===== src/rtl/prog_loader.sv =====
// Program loader: receives a length-prefixed byte image, packs it into little-endian
// 32-bit words for instruction memory, then acks with one tx byte and raises done.
module prog_loader #(
   parameter int unsigned ADDR_WIDTH = 10,
   parameter logic [7:0]  ACK_BYTE   = 8'hAA
) (
   input  logic                  clk,
   input  logic                  rst,
   input  logic                  start,
   input  logic [7:0]            rx_data,
   input  logic                  rx_valid,
   output logic                  rx_ready,
   output logic                  mem_we,
   output logic [ADDR_WIDTH-1:0] mem_addr,
   output logic [31:0]           mem_wdata,
   output logic [7:0]            tx_data,
   output logic                  tx_valid,
   input  logic                  tx_ready,
   output logic                  busy,
   output logic                  done,
   output logic                  error,
   output logic [31:0]           loaded_len,
   output logic [2:0]            state_dbg
);

   // Handshakes: a byte moves on rx_valid && rx_ready; the ack byte moves on
   // tx_valid && tx_ready. A valid never drops or changes before its transfer.
   typedef enum logic [2:0] {
      S_IDLE, S_LEN, S_DATA, S_ACK, S_DONE, S_ERR
   } state_t;

   localparam logic [32:0] CAPACITY = 33'(4) << ADDR_WIDTH;

   state_t      state, state_nx;
   logic [1:0]  lane;
   logic [31:0] byte_cnt;
   logic [31:0] buf_q;
   logic [31:0] word_nx;
   logic        rx_fire;
   logic        load_go;
   logic        last_byte;

   assign state_dbg = state;
   assign rx_fire   = rx_valid && rx_ready;
   assign load_go   = start && (state == S_IDLE || state == S_DONE || state == S_ERR);
   assign last_byte = (byte_cnt == loaded_len - 32'd1);

   // Buffer with the incoming byte merged into its lane; in LEN this is the length field.
   always_comb begin
      word_nx = buf_q;
      word_nx[8*lane +: 8] = rx_data;
   end

   always_ff @(posedge clk or posedge rst) begin
      if (rst) state <= S_IDLE;
      else     state <= state_nx;
   end

   always_comb begin
      state_nx = state;
      rx_ready = 1'b0;
      tx_valid = 1'b0;
      tx_data  = 8'h00;
      busy     = 1'b0;
      done     = 1'b0;
      error    = 1'b0;
      case (state)
         S_IDLE: if (start) state_nx = S_LEN;
         S_LEN: begin
            rx_ready = 1'b1;
            busy     = 1'b1;
            if (rx_valid && lane == 2'd3) begin
               if (word_nx == 32'd0)                  state_nx = S_ACK;
               else if ({1'b0, word_nx} > CAPACITY)   state_nx = S_ERR;
               else                                   state_nx = S_DATA;
            end
         end
         S_DATA: begin
            rx_ready = 1'b1;
            busy     = 1'b1;
            if (rx_valid && last_byte) state_nx = S_ACK;
         end
         S_ACK: begin
            tx_valid = 1'b1;
            tx_data  = ACK_BYTE;
            busy     = 1'b1;
            if (tx_ready) state_nx = S_DONE;
         end
         S_DONE: begin
            done = 1'b1;
            if (start) state_nx = S_LEN;
         end
         S_ERR: begin
            error = 1'b1;
            if (start) state_nx = S_LEN;
         end
         default: state_nx = S_IDLE;
      endcase
   end

   always_ff @(posedge clk or posedge rst) begin
      if (rst) begin
         lane       <= 2'd0;
         byte_cnt   <= 32'd0;
         buf_q      <= 32'd0;
         mem_we     <= 1'b0;
         mem_addr   <= '0;
         mem_wdata  <= 32'd0;
         loaded_len <= 32'd0;
      end else begin
         mem_we <= 1'b0;
         if (load_go) begin
            lane     <= 2'd0;
            byte_cnt <= 32'd0;
            buf_q    <= 32'd0;
         end else if (rx_fire) begin
            lane <= lane + 2'd1;
            if (state == S_LEN) begin
               if (lane == 2'd3) begin
                  loaded_len <= word_nx;
                  buf_q      <= 32'd0;
               end else begin
                  buf_q <= word_nx;
               end
            end else begin
               byte_cnt <= byte_cnt + 32'd1;
               // Commit on a full word or on the final byte; unfilled lanes stay zero.
               if (lane == 2'd3 || last_byte) begin
                  mem_we    <= 1'b1;
                  mem_addr  <= byte_cnt[ADDR_WIDTH+1:2];
                  mem_wdata <= word_nx;
                  buf_q     <= 32'd0;
               end else begin
                  buf_q <= word_nx;
               end
            end
         end
      end
   end

endmodule

===== config.mk =====
export PLATFORM = sky130hd
export DESIGN_NAME = prog_loader
export DESIGN_NICKNAME = d
export VERILOG_FILES = /design/src/rtl/prog_loader.sv
export SDC_FILE = /design/constraint.sdc
export NUM_CORES = 1
export LEC_CHECK = 0
export ABC_AREA = 1
export CORE_MARGIN = 3
export CORE_UTILIZATION = 24
export DETAILED_ROUTE_END_ITERATION = 6
export DONT_BUFFER_PORTS = 1
export HOLD_SLACK_MARGIN = 0.03
export PLACE_DENSITY = 0.46
export SYNTH_ARGS = -nofsm -noshare
export SYNTH_HDL_FRONTEND = slang
export SYNTH_SLANG_ARGS = --single-unit

===== constraint.sdc =====
create_clock -name clk -period 11.56 [get_ports clk]
set_clock_uncertainty 0.2 [all_clocks]
set_input_delay 2.312 -clock clk [delete_from_list [all_inputs] [get_ports clk]]
set_output_delay 2.312 -clock clk [all_outputs]
set_load 0.01 [all_outputs]

==> results of run 1 <==
-- sequential cells by signal, summed over array words and instances, names as in the netlist --
signal      flops
mem_addr       10
mem_we          1
state_dbg       3
buf_q          32
mem_wdata      32
loaded_len     32
lane            2
byte_cnt       32
-- routing by layer --
metal | global-route usage [%] | part of all wire (%) | vias to the layer above
met4 | 4.81 | 2.3 | 0
met1 | 20.4 | 44 | 3622
li1 | - | - | 3677
met2 | 25.8 | 48 | 205
met5 | 0 | 0 | -
met3 | 3.54 | 6.1 | 42
-- report_power, final --
group          switching [mW]  internal, mW
combinational           0.527         0.233
sequential              0.211         0.589
clock                   0.227         0.323
-- path summary, 6_finish.rpt --
check                                to  depth (start not counted)           from
min reg2reg                   buf_q[21]                          2      buf_q[21]
max reg2reg                 mem_addr[6]                         17  loaded_len[0]
max in group asynchronous  byte_cnt[19]                          2            rst
max                          tx_data[1]                          2   state_dbg[1]
min in group asynchronous        mem_we                          1            rst
min                           buf_q[21]                          2      buf_q[21]
-- final cells by class --
| class | count | area (µm²) | area share, % |
|---|---|---|---|
| Clock inverter | 13 | 136 | 1.43 |
| Clock buffer | 19 | 443 | 4.66 |
| Sequential cell | 144 | 3600 | 37.9 |
| Multi-Input combinational cell | 843 | 4210 | 44.2 |
| Inverter | 136 | 517 | 5.44 |
| Timing Repair Buffer | 4 | 30.0 | 0.316 |
| Tap cell | 455 | 569 | 5.99 |
-- critical path, delay by kind of cell, from the launching register on --
family	cells	cell delay (ns)
DFF	1	0.49
buffers and inverters	1	0.18
and+or+nand+nor	1	0.81
-- cells by family after synthesis --
group           share of synthesized area (%)
simple gates                             32.8
buf+inv                                  8.88
compound gates                           10.2
flops                                    42.2
xor+xnor                                 3.95
fa+ha+maj                                1.17
mux                                     0.791
other cells                            0.0439
-- synth_stat cells, drive strengths merged --
| library cell | count |
|---|---|
| nand2 | 357 |
| nor2 | 157 |
| dfrtp | 144 |
| inv | 135 |
| o21ai | 92 |
| nand3 | 58 |
| a21oi | 30 |
| buf | 23 |
| nand4 | 23 |
| xor2 | 20 |
| clkbuf | 19 |
| nor3 | 17 |
| xnor2 | 16 |
| o22ai | 15 |
| ha | 8 |
| nor4 | 8 |
| nand3b | 7 |
| mux2 | 6 |
| o31ai | 5 |
| a31oi | 4 |
| o21a | 4 |
| o21bai | 3 |
| and3 | 2 |
| a311oi | 1 |
| and2 | 1 |
| clkinv | 1 |
| conb | 1 |
| nor3b | 1 |
| nor4b | 1 |
| o211ai | 1 |
| or2 | 1 |
| xnor3 | 1 |
-- per-stage QoR --
stage          std cells  power, mW  utilization [%]
2_1_floorplan       1165       1.31                -
3_3_place_gp        1582       1.57             25.6
3_5_place_dp        1582       1.58             25.6
4_1_cts             1614       2.13             27.3
5_1_grt             1614       2.27             27.3
6_report            1614       2.11             27.3
==> flow_summary.rst, run 1 <==
.. list-table::
   :header-rows: 1

   * - Metric
     - Value
   * - Final Hold Vio Count
     - 0
   * - Cell count after synthesis
     - 1162
   * - Global Route Usage Sum
     - 15.6%
   * - Worst hold-check slack
     - 0.282 ns
   * - Unrepaired setup endpoints after global routing
     - no
   * - Highest-delay cell along the critical path
     - sky130_fd_sc_hd__nor3_2
   * - Synth cell types
     - 48
   * - Signed area change from the synthesized netlist to the final layout
     - 11.2%
   * - Via count
     - ~7.5k
   * - Warning count from the yosys run
     - 0
   * - Portion of the clock cycle consumed by the worst path in the final layout
     - 38.3%
   * - Routed wire length
     - 29500 µm
   * - Placed inst area
     - 0.00892 mm²
   * - Most area-consuming cells after synthesis
     - sky130_fd_sc_hd__dfrtp_1 (42%), sky130_fd_sc_hd__nand2_1 (15%), sky130_fd_sc_hd__nor2_1 (6.1%)
   * - Number of iterations in the first detailed-routing pass
     - 5
   * - Shortest clock period the worst path allows after layout
     - 4.42 ns
   * - Num Clock Sinks
     - 144
   * - Most frequent cells in the layout
     - sky130_fd_sc_hd__nand2_1 (345), sky130_fd_sc_hd__dfrtp_1 (144), sky130_fd_sc_hd__nor2_1 (138), sky130_fd_sc_hd__inv_1 (129), sky130_fd_sc_hd__o21ai_0 (58)
   * - Root Buffer
     - sky130_fd_sc_hd__clkbuf_16
   * - Pin count of the biggest net entering global routing
     - 81
   * - Site row count
     - 68
   * - Worst Path Max Fanout
     - 6
   * - Ratio of routed vias to standard cells
     - 4.68
   * - Dominant cell type by area after synthesis
     - sky130_fd_sc_hd__dfrtp_1
   * - Initial Utilization
     - 24.6%
   * - Launching element type of the critical path
     - register
   * - Antenna Cells
     - 0
   * - Number of routed nets with antenna violations
     - 0
   * - CTS H-tree depth
     - 4
   * - Placeable Area
     - 0.0348 mm²
   * - Die span in y
     - 195 µm
   * - Weighted congestion reported at the end of routability-driven placement
     - a little under 0.9
   * - Critical path cell sequence
     - inv_1 > nor3_2
   * - Gates resized, CTS repair
     - 0
   * - Pre-CTS worst setup slack
     - 7.10 ns
   * - Count of hold-fix buffers inserted at cts
     - 0
   * - Worst slew pin tran
     - 1.04 ns
   * - Power density over the cells
     - 222 mW/mm²
   * - 1st-iter DRT viols
     - roughly 530
   * - Post-route cell area
     - 0.00950 mm²
   * - Number of filler cells placed in the layout
     - between 3k and 4k
   * - Max Buffers Root-to-Sink
     - 2
   * - Endpoint class of the critical path
     - output port
   * - Clock-pin slew of the registers on the worst-case setup and hold paths
     - 0.06 ns
   * - Share of the synthesized area in the top cell type
     - 42.2%
   * - Number of placed I/O pins
     - 104
   * - Count of nets after finishing
     - 1167
   * - Overflow left after global routing
     - 0
   * - Max Cap Violations
     - 0
   * - Count of state elements after synthesis
     - 144
   * - Netlist Area Pre-Place
     - between 0.008 and 0.009 mm²
   * - CP required
     - 9.05 ns
   * - Static Leakage
     - 4.48 nW
   * - Routed length per placed instance
     - between 15 and 20 µm
   * - Number of buffers added by the clock tree synthesis step
     - 17
   * - Post-CTS setup buffer count
     - 0
   * - Syn avg cell area
     - approximately 7.4 µm²
   * - Arrival time of the worst setup path
     - about 1.9 ns
   * - Worst relative slew slack
     - 30.6%
   * - Crit path largest cell delay
     - 0.81 ns
   * - Final count of negative-setup-slack endpoints
     - 0
   * - Layout cell share with drive strength beyond 1
     - 8.54%
   * - Post-route worst setup slack
     - 7.14 ns
   * - Sequential element share of the synthesized area
     - a little over two fifths
   * - Most frequent standard cell in the layout excluding fill and tap cells
     - sky130_fd_sc_hd__nand2_1
   * - Die area
     - 0.0379 mm²
   * - Die width
     - 195 µm
   * - Insertion delay of the later-clocked pin in the worst-skew pair
     - 0.42 ns
   * - Initial antenna violation count
     - 0
   * - DRC violations left
     - 0
   * - Total of buffers placed on input and output ports
     - 0
   * - Run status
     - finished, final reports clean
   * - First-pass GRT wire length
     - 45600 µm
   * - Setup_tns
     - 0 ns
   * - Vias in the first global route
     - 7389
   * - Worst setup path class
     - register to output port
   * - DP HPWL
     - 23000 µm
   * - Largest voltage drop on the vdd net
     - 0.0983 mV
   * - Worst-case register-to-register setup slack
     - 7.42 ns
   * - Peak Freq
     - 226 MHz
   * - Worst hold-check path type
     - register to register
   * - TritonCTS clock tree
     - built
   * - Max-slew violation total from the final report
     - 0
(Power assumes the default switching activity.)
==> inputs of run 2 (changes only) <==
Settings changed: PLACE_DENSITY 0.46 to 0.47.
Clock period 11.56 ns to 3.86 ns, I/O delays scaled along.
==> run 2 against run 1 <==
Effect of this change:
- routed wire length about the same
- die area unchanged
- sequential power rose to 3.0 times the previous value
- critical path type is now register to register
- via count decreased by 0.62%
- design area increased by 2.5%
- total power rose to 3.1 times the previous value
- worst hold slack got worse by 0.076 ns
- combinational power rose to 3.1 times the previous value
- utilization grew 0.67 points
==> flow_summary.rst, run 2 (synthesized netlist as in run 1, its figures left out) <==
.. list-table::
   :header-rows: 1

   * - Metric
     - Value
   * - Internal cell power
     - 3.61 mW (+210%)
   * - Placeable Area
     - 0.0348 mm² (unchanged)
   * - First-pass GRT wire length
     - 45700 µm (+0.26%)
   * - Reg power frac
     - 36.5% (-1.4 points)
   * - Launching element type of the critical path
     - register
   * - Max Cap Violations
     - 0 (unchanged)
   * - Overflow left after global routing
     - 0 (unchanged)
   * - Die width
     - 195 µm (unchanged)
   * - Setup_tns
     - 0 ns (unchanged)
   * - Static Leakage
     - 4.62 nW (+3.1%)
   * - Pin count of the biggest net entering global routing
     - 73 (-9.9%)
   * - Shortest clock period the worst path allows after layout
     - 3.29 ns
   * - Run status
     - finished, final reports clean
   * - Portion of the clock cycle consumed by the worst path in the final layout
     - a little under nine tenths
   * - Total of buffers placed on input and output ports
     - 0 (unchanged)
   * - Clock-pin slew of the registers on the worst-case setup and hold paths
     - 0.06 ns (about the same)
   * - Most frequent standard cell in the layout excluding fill and tap cells
     - sky130_fd_sc_hd__nand2_1
   * - Unrepaired setup endpoints after global routing
     - no
   * - Power density over the cells
     - 671 mW/mm² (+200%)
   * - Number of iterations in the first detailed-routing pass
     - 7 (+2)
   * - Fraction of power consumed by the clock network
     - 27.3% (+1.2 points)
   * - Final design utilization
     - 28.0% (+0.67 points)
   * - Die area
     - 0.0379 mm² (unchanged)
   * - P_sw
     - 2.93 mW (+200%)
   * - Initial Utilization
     - 24.6% (unchanged)
   * - Worst relative slew slack
     - 32.2% (+1.7 points)
   * - CP required
     - 3.94 ns (-5.11 ns)
   * - Worst slew pin tran
     - 1.01 ns (-0.0246 ns)
   * - Worst Path Max Fanout
     - 54 (+48)
   * - Gates resized, CTS repair
     - 0 (unchanged)
   * - Number of filler cells placed in the layout
     - 3814 (+0.53%)
   * - Count of hold-fix buffers inserted at cts
     - 0 (unchanged)
   * - DRC violations left
     - 0 (unchanged)
   * - TritonCTS clock tree
     - built
   * - 1st-iter DRT viols
     - 580 (+8.8%)
   * - Weighted congestion reported at the end of routability-driven placement
     - 0.894 (+2.7%)
   * - Final count of negative-setup-slack endpoints
     - 0 (unchanged)
   * - Total power
     - 6.54 mW (+210%)
   * - Worst hold-check path type
     - input port to async pin
   * - DP HPWL
     - 23400 µm (+1.9%)
   * - Ratio of routed vias to standard cells
     - 4.59 (-1.9%)
   * - Insertion delay of the later-clocked pin in the worst-skew pair
     - 0.42 ns (about the same)
   * - Number of buffers added by the clock tree synthesis step
     - 17 (unchanged)
   * - Pre-CTS worst setup slack
     - 0.566 ns (-6.53 ns)
   * - Peak Freq
     - 304 MHz
   * - Worst setup path class
     - register to register
   * - Site row count
     - 68 (unchanged)
   * - Antenna Cells
     - 0 (unchanged)
   * - Global Route Usage Sum
     - 15.6% (about the same)
   * - Routed wire length
     - 29500 µm (about the same)
   * - Via count
     - 7499 (-0.62%)
   * - Max Buffers Root-to-Sink
     - 2 (unchanged)
   * - Vias in the first global route
     - 7528 (+1.9%)
   * - Root Buffer
     - sky130_fd_sc_hd__clkbuf_16
   * - Final Hold Vio Count
     - 0 (unchanged)
   * - Initial antenna violation count
     - 0 (unchanged)
   * - Post-CTS setup buffer count
     - 0 (unchanged)
   * - Max-slew violation total from the final report
     - 0 (unchanged)
   * - Die span in y
     - 195 µm (unchanged)
   * - Count of nets after finishing
     - 1188 (+1.8%)
   * - Arrival time of the worst setup path
     - 3.37 ns (+1.46 ns)
   * - Comb pwr share
     - 36.2% (+0.2 points)
   * - Fraction of power spent switching nets
     - 44.8% (-0.91 points)
   * - Number of placed I/O pins
     - 104 (unchanged)
   * - Number of routed nets with antenna violations
     - 0 (unchanged)
   * - Endpoint class of the critical path
     - register
   * - CTS H-tree depth
     - 4 (unchanged)
   * - Layout cell share with drive strength beyond 1
     - 10.2% (+1.6 points)
   * - Post-route worst setup slack
     - 0.572 ns (-6.56 ns)
   * - Most frequent cells in the layout
     - sky130_fd_sc_hd__nand2_1 (345), sky130_fd_sc_hd__dfrtp_1 (144), sky130_fd_sc_hd__nor2_1 (138), sky130_fd_sc_hd__inv_1 (129), sky130_fd_sc_hd__o21ai_0 (58)
   * - Largest voltage drop on the vdd net
     - 0.275 mV (+180%)
   * - Routed length per placed instance
     - 18.1 µm (-1.3%)
   * - Signed area change from the synthesized netlist to the final layout
     - 14.0%
   * - Num Clock Sinks
     - 144 (unchanged)
run 2: worst max-delay path: stages, from the launching register on:
cell	delay, ns
sky130_fd_sc_hd__dfrtp_1	0.47
sky130_fd_sc_hd__inv_1	0.19
sky130_fd_sc_hd__ha_1	0.24
sky130_fd_sc_hd__nand2_1	0.17
sky130_fd_sc_hd__nor2_4	0.30
sky130_fd_sc_hd__nand2_1	0.16
sky130_fd_sc_hd__nor2_1	0.12
sky130_fd_sc_hd__nand2_1	0.05
sky130_fd_sc_hd__nand2_1	0.09
sky130_fd_sc_hd__inv_1	0.04
sky130_fd_sc_hd__nor2_1	0.09
sky130_fd_sc_hd__nand2_1	0.07
sky130_fd_sc_hd__nor2_2	0.10
sky130_fd_sc_hd__nand3_1	0.08
sky130_fd_sc_hd__nand2_1	0.10
sky130_fd_sc_hd__nand2_4	0.10
sky130_fd_sc_hd__buf_4	0.34
sky130_fd_sc_hd__nand2_1	0.12
sky130_fd_sc_hd__o21ai_1	0.07
run 2: layer usage:
layer | share of wire [%] | global-route usage, % | up-vias
li1 | - | - | 3713
met1 | 44 | 20.0 | 3615
met2 | 50 | 27.2 | 153
met3 | 5.0 | 3.22 | 18
met4 | 1.1 | 3.14 | 0
met5 | 0 | 0 | -
run 2: power by group through the flow:
stage | registers, mW | logic, mW | clock network [mW]
4_1_cts | 2.40 | 2.39 | 1.82
2_1_floorplan | 2.15 | 1.78 | 0
3_3_place_gp | 2.43 | 2.36 | 0
6_report | 2.39 | 2.37 | 1.78
3_5_place_dp | 2.43 | 2.38 | 0
5_1_grt | 2.43 | 2.69 | 1.88
run 2: final timing paths:
path                               startpoint             to  slack, ns  cells after the start
min in group clk                     buf_q[7]       buf_q[7]       0.28                      2
worst min register to register       buf_q[7]       buf_q[7]       0.28                      2
worst min-delay path                      rst  loaded_len[3]       0.21                      1
worst max register to register  loaded_len[0]  mem_wdata[21]       0.57                     18
max in group asynchronous                 rst   byte_cnt[15]       2.34                      2
worst max-delay path            loaded_len[0]  mem_wdata[21]       0.57                     18
run 2: stage by stage:
stage               std cells  area (µm²)  hold slack, ns
floorplan                1165        8560           0.249
global placement         1603        9110           0.264
detailed placement       1603        9110           0.269
CTS                      1635        9740           0.212
global route             1635        9740           0.248
finish                   1635        9740           0.207
run 2: area by class of cell:
class | count | area (µm²) | share of cell area [%]
multi-input combinational | 843 | 4210 | 43.2
sequential | 144 | 3600 | 37.0
tap | 455 | 569 | 5.85
inverter | 136 | 515 | 5.29
clock buffer | 18 | 429 | 4.41
timing repair buffer | 25 | 213 | 2.18
clock inverter | 14 | 203 | 2.08
